<file path="src/rtl/lc3_cc_stack.sv">
// LC-3 condition-code unit: NZP flags, branch-enable, and a small LIFO of
// saved NZP values with sticky overflow/underflow error flags.
module lc3_cc_stack #(
  parameter int unsigned WIDTH = 16,
  parameter int unsigned DEPTH = 4,
  localparam int unsigned CW = $clog2(DEPTH + 1)
) (
  input  logic             clk,
  input  logic             rst,
  input  logic             ld_cc,
  input  logic [WIDTH-1:0] data_bus,
  input  logic             ld_ben,
  input  logic [15:0]      ir,
  input  logic             cc_push,
  input  logic             cc_pop,
  input  logic             err_clr,
  output logic [2:0]       nzp,
  output logic             ben,
  output logic [CW-1:0]    stack_count,
  output logic             stack_empty,
  output logic             stack_full,
  output logic             ovf_err,
  output logic             unf_err
);

  localparam int unsigned IW = (DEPTH > 1) ? $clog2(DEPTH) : 1;

  logic [2:0]    mem [DEPTH];
  logic [IW-1:0] wr_idx;
  logic [IW-1:0] top_idx;
  logic [2:0]    bus_flags;
  logic          exch;
  logic          do_push;
  logic          do_pop;
  logic          ovf_set;
  logic          unf_set;
  logic          pop_load;

  assign stack_empty = (stack_count == '0);
  assign stack_full  = (stack_count == CW'(DEPTH));
  assign wr_idx      = IW'(stack_count);
  assign top_idx     = IW'(stack_count - CW'(1));

  // Sign/zero classification of the bus; exactly one bit set.
  always_comb begin
    bus_flags = 3'b001;
    if (data_bus == '0)
      bus_flags = 3'b010;
    else if (data_bus[WIDTH-1])
      bus_flags = 3'b100;
  end

  // Push+pop on an empty stack degrades to a plain push.
  always_comb begin
    exch     = cc_push & cc_pop & ~stack_empty;
    do_push  = cc_push & ~exch & ~stack_full;
    ovf_set  = cc_push & ~cc_pop & stack_full;
    do_pop   = cc_pop & ~cc_push & ~stack_empty;
    unf_set  = cc_pop & ~cc_push & stack_empty;
    pop_load = exch | do_pop;
  end

  always_ff @(posedge clk) begin
    if (rst) begin
      nzp         <= 3'b010;
      ben         <= 1'b0;
      stack_count <= '0;
      ovf_err     <= 1'b0;
      unf_err     <= 1'b0;
    end else begin
      if (pop_load)
        nzp <= mem[top_idx];
      else if (ld_cc)
        nzp <= bus_flags;

      if (ld_ben)
        ben <= |(ir[11:9] & nzp);

      if (do_push)
        stack_count <= stack_count + CW'(1);
      else if (do_pop)
        stack_count <= stack_count - CW'(1);

      if (ovf_set)
        ovf_err <= 1'b1;
      else if (err_clr)
        ovf_err <= 1'b0;

      if (unf_set)
        unf_err <= 1'b1;
      else if (err_clr)
        unf_err <= 1'b0;
    end
  end

  // Storage needs no reset; only entries below stack_count are ever read.
  always_ff @(posedge clk) begin
    if (!rst) begin
      if (do_push)
        mem[wr_idx] <= nzp;
      else if (exch)
        mem[top_idx] <= nzp;
    end
  end

endmodule

</file>
<file path="config.mk">
export PLATFORM = sky130hd
export DESIGN_NAME = lc3_cc_stack
export DESIGN_NICKNAME = d
export VERILOG_FILES = /design/src/rtl/lc3_cc_stack.sv
export SDC_FILE = /design/constraint.sdc
export NUM_CORES = 1
export LEC_CHECK = 0
export CAP_MARGIN = 25
export CELL_PAD_IN_SITES_DETAIL_PLACEMENT = 0
export CELL_PAD_IN_SITES_GLOBAL_PLACEMENT = 2
export CORE_MARGIN = 5
export CORE_UTILIZATION = 24
export DETAILED_ROUTE_END_ITERATION = 10
export MAX_ROUTING_LAYER = met4
export PLACE_DENSITY = 0.79
export SYNTH_ARGS = -nofsm -noshare
export SYNTH_HDL_FRONTEND = slang
export SYNTH_SLANG_ARGS = --single-unit
</file>
<file path="constraint.sdc">
create_clock -name clk -period 2.6 [get_ports clk]
set_input_delay 0.65 -clock clk [delete_from_list [all_inputs] [get_ports clk]]
set_output_delay 0.65 -clock clk [all_outputs]
set_load 0.02 [all_outputs]
</file>
# == After elaboration in Yosys (flattened, before gate mapping) ==
# Memory sizes are Yosys's and may differ from the RTL's.
# Cells that the tools add are included.
# totals
mem_count,1
input_bits,39
out_inout_bits,11
reg_bits,9
ram_bits,12
elab_cells,52
# memory_table
name,depth,word_bits,rd,rd_ports_with_merged_regs,wr,line_no,rtl
mem,4,3,1,0,1,28,logic [2:0] mem [DEPTH];
# classes
add_sub_neg,2
n_reduce_logical,8
bitwise,16
n_mux,19
eq_ne,1
# ops
op,count
3-bit 2-to-1 mux,7
16-bit logical NOT,1
1-bit 2-to-1 mux,11
1-bit AND,9
2-bit nonzero test,4
3-bit OR reduction,2
1-bit NOT,5
"3-bit by 1-bit adder with 3-bit output, second input constant",1
3-bit AND,1
"3-bit equality test, second input constant",1
3-bit logical NOT,1
"3-bit by 1-bit subtractor with 3-bit output, second input constant",1
2-bit 2-to-1 mux,1
1-bit OR,1

# == Logic depth before layout (Yosys ltp) ==
# logic_depth
word_depth,11
mapped_depth,8
mapped_depth_nobuf,6

# == Least setup slack after synthesis ==
# No wires, ideal clock.
# synth_path
kind,register to register
startpoint,register stack_count[0]
endpoint,"memory mem[2][0], enable pin"
t_required_ps,2273
setup_ps,327
path_stages_with_launch,8
setup_slack_ps,327
t_arrival_ps,1945
n_path_buf,1
synth_period_minus_slack_ps,2273
path_cell_list,dfxtp_1 > buf_2 > inv_1 > ha_1 > and2_1 > a21oi_1 > nand3_1 > a21oi_1
# synth_via
elab_cells_between_ends,19
classes_between,add/sub (1); eq/ne (1); mux (9); bitwise (6); reduce/logical (2)
# synth_rtl
element,line_no,rtl
start: declaration,19,"output logic [CW-1:0] stack_count,"
start signal: assignment,80,stack_count <= stack_count + CW'(1);
start signal: assignment,82,stack_count <= stack_count - CW'(1);
3-bit equality test (*),40,assign stack_full = (stack_count == CW'(DEPTH));
via stack_full,21,"output logic stack_full,"
1-bit NOT (*),56,do_push = cc_push & ~exch & ~stack_full;
1-bit AND (*),56,
1-bit 2-to-1 mux,99,if (do_push)
1-bit 2-to-1 mux,98,if (!rst) begin
1-bit 2-to-1 mux (not written as such),102,mem[top_idx] <= nzp;
3-bit OR reduction (no line),n/a,
2-bit 2-to-1 mux (no line) or 1-bit 2-to-1 mux (tied branches),n/a,
end: declaration,28,
# Mark *: on every way through the listed nets, which the timed path passes. The rest lies on a longest branch.

# == Final worst setup path ==
# layout_path
startpoint,register stack_count[0]
endpoint,output port stack_full
# layout_via
elab_chain_cells,1
# layout_lines
element,line_no
3-bit equality test,40
end: declaration,21
# No other way between the ends.

==> flow_summary_export.csv <==
group,metric,value,unit
run_status,status,"completed",
timing,skew,3.78,ps
drt,routedWlPerCell,14.6,µm
setup_path,crit_path_end_kind,"primary output",
timing,hold_viol,0,
power_and_ir_drop,comb_power_share,47.3,%
setup_path,reg2reg_to,"mem[2][2]",
drt,drt_iter0_drc,49,
floorplanning,start_util,25.1,%
setup_path,start_kind,"flop",
placement,dp_hpwl,2290,µm
drt,vias,936,
flow_run,drv_cap,0,
floorplanning,die_w,77.9,µm
timing,worstMarginPinSlew,432,ps
yosys,avgSynthCellArea,10.7,µm²
final_layout,antenna_cells,0,
power_and_ir_drop,power.leakage,0.548,nW
yosys,ys_ff_latch,21,
timing,max_slew_margin,71.1,%
clocking,clk_pin_slew,80,ps
floorplanning,io_pins,50,
clocking,ctsHoldBuffers,0,
global_routing,grt_first_pass_wirelength,4890,µm
floorplanning,die_y,77.9,µm
yosys,synthArstFlopShare,0,%
setup_path,critical_path_required,1950,ps
timing,setup_viol,0,
power_and_ir_drop,power_density,836,nW/µm²
drt,antenna_left,0,
setup_path,crit_type,"flop to primary output",
global_routing,gr-total-overflow,0,
setup_path,cp-startpoint,"stack_count[0]",
placement,gp_congestion,0.813,
clocking,numCtsBuffers,3,
drt,wl,2840,µm
clocking,cts-root-buf,"clkbuf_8",
setup_path,r2r_cells,6,
clocking,cts.sinks,21,
setup_path,arrival,1860,ps
final_layout,area_growth,43.0,%
clocking,worstSkewPairLatency,260,ps
power_and_ir_drop,netSwitchingPower,491,µW
global_routing,grt.total_usage,10.1,%
drt,drc_errors,0,
clocking,clockBufferDepth,2,
yosys,synthCells,103,
drt,vias_per_cell,4.82,
yosys,yosys_warnings,0,
timing,period_minus_slack,2510,ps
setup_path,worst-path-max-fanout,8,
final_layout,drive_gt1_share,10.6,%
setup_path,r2r-start,"stack_count[0]",
yosys,seq_area_frac_synth,48.9,%
timing,drv_slew,0,
timing,period_share,96.5,%
yosys,yosysUniqueCellTypes,35,
clocking,cts_tree,"done",
yosys,synth_edf_count,12,
power_and_ir_drop,ir_worst_vdd,337,µV
setup_path,crit_end,"stack_full",
power_and_ir_drop,p_seq_share,36.2,%
global_routing,grt_max_degree,13,
power_and_ir_drop,internal_power,831,µW
floorplanning,fp.dieArea,6070,µm²
drt,firstDrtPassIters,4,
setup_path,r2r_setup_slack,600,ps
timing,rsz0062_at_grt,"false",
final_layout,final_nets,185,
global_routing,antenna_found_initial,0,
timing,fmax,399,MHz
yosys,syn-num-nets,145,
floorplanning,rows,24,
worst_hold_path,hold_class,"flop to flop",
global_routing,first_global_vias,1038,
placement,io_buffers,36,
power_and_ir_drop,switching_share,37.1,%
clocking,cts_htree_levels,1,
yosys,syn-cell-area,1110,µm²
power_and_ir_drop,finalPower,1.32,mW
power_and_ir_drop,pwr-share-clk,16.4,%
timing,setup-tns-final,0,ps
yosys,synth-main-ff-cell,"edfxtp_1",
floorplanning,coreArea,4410,µm²
## timing repair
action,in CTS,in global routing
gates resized for setup,1,1
buffers inserted,0,0
setup endpoints to repair,2,1
pin swaps,0,0
## layout make-up
cell class / instances / area [µm²]
clock inverters: 1 / 5.00
fillers: 444 / 2830
well taps: 52 / 65.1
repair buffers: 40 / 393
inverters: 6 / 22.5
multi-input cells: 71 / 514
flip-flops and latches: 21 / 541
clock buffers: 3 / 41.3
## through the flow
step	util, %	cells	cell area, µm²	setup WS, ps	hold WS (ps)
global route	35.8	194	1580	8.58	533
global placement	34.7	190	1530	190	478
CTS	35.8	194	1580	25.0	510
detailed placement	34.7	190	1530	179	488
finish	35.8	194	1580	91.6	501
floorplan	-	103	1110	327	570
## Yosys cell counts (2+ instances only)
cell       instances  area share, %
mux2i_1            2            1.8
nand2_1            7            2.4
clkbuf_1           2           0.68
nand2b_1           2            1.1
a2111oi_2          2            2.7
xnor2_1            2            1.6
nand3_1            9            4.1
mux4_2             3            6.1
and2_1             2            1.1
nor2b_1            2            1.1
or3_1              3            1.7
ha_1               3            3.4
o211ai_1           2            1.4
a21oi_1            7            3.2
dfxtp_1            9             16
nor2_1             7            2.4
inv_1              6            2.0
a211oi_1           2            1.4
a31oi_1            2            1.1
edfxtp_1          12             33
or4_1              3            2.0
## worst max-delay path: stages, from the launching register on
cell and delay (ps):
dfxtp_1 310, inv_1 150, ha_2 300, and2_1 210, clkdlybuf4s50_1 620
## sequential cells by signal, summed over array words and instances, names as in the netlist
| register | flops |
|---|---|
| mem | 12 |
| ovf_err | 1 |
| stack_count | 3 |
| nzp | 3 |
| ben | 1 |
| unf_err | 1 |
## power groups by stage
stage	registers, mW	clock network [mW]	logic [mW]
after floorplan	0.523	0	0.346
final	0.479	0.217	0.626
after CTS	0.481	0.221	0.637
after global placement	0.485	0	0.620
after global routing	0.491	0.237	0.687
after detailed placement	0.488	0	0.627
## worst min-delay path by stage
stage | start | to | slack [ps] | depth (start not counted)
floorplan | ben | ben | 570 | 2
global placement | unf_err | unf_err | 480 | 2
detailed placement | unf_err | unf_err | 490 | 2
CTS | ben | ben | 510 | 2
global route | ben | ben | 530 | 2
finish | unf_err | unf_err | 500 | 2
## cells in the final DEF (no fill, tap or decap), drive strengths merged, types with 2 or more instances in the layout
cell	count
nor2	7
a21oi	7
clkbuf	3
a31oi	2
buf	4
dfxtp	9
edfxtp	12
xnor2	2
mux4	3
nand2	7
a211oi	2
inv	6
nand3	9
a2111oi	2
clkdlybuf4s50	35
o211ai	2
nand2b	3
and2	2
or3	3
or4	3
mux2i	2
ha	3
nor2b	2
## kinds of logic after synthesis
kind of cell	Yosys count	share of synthesized area, %
AOI/OAI and AO/OA	23	15.5
xor gates and xnor gates	2	1.58
adders and majority gates	3	3.39
buffers and inverters	11	4.86
DFF	21	48.9
muxes	5	7.92
and+or+nand+nor	38	17.9
## per-layer routing
metal | GRT usage, % | routed length (µm)
met5 | - | 0
met4 | 2.58 | 22
met3 | 1.74 | 148
met1 | 13.6 | 1350
met2 | 15.5 | 1320
Power figures use the tool's default switching activity.
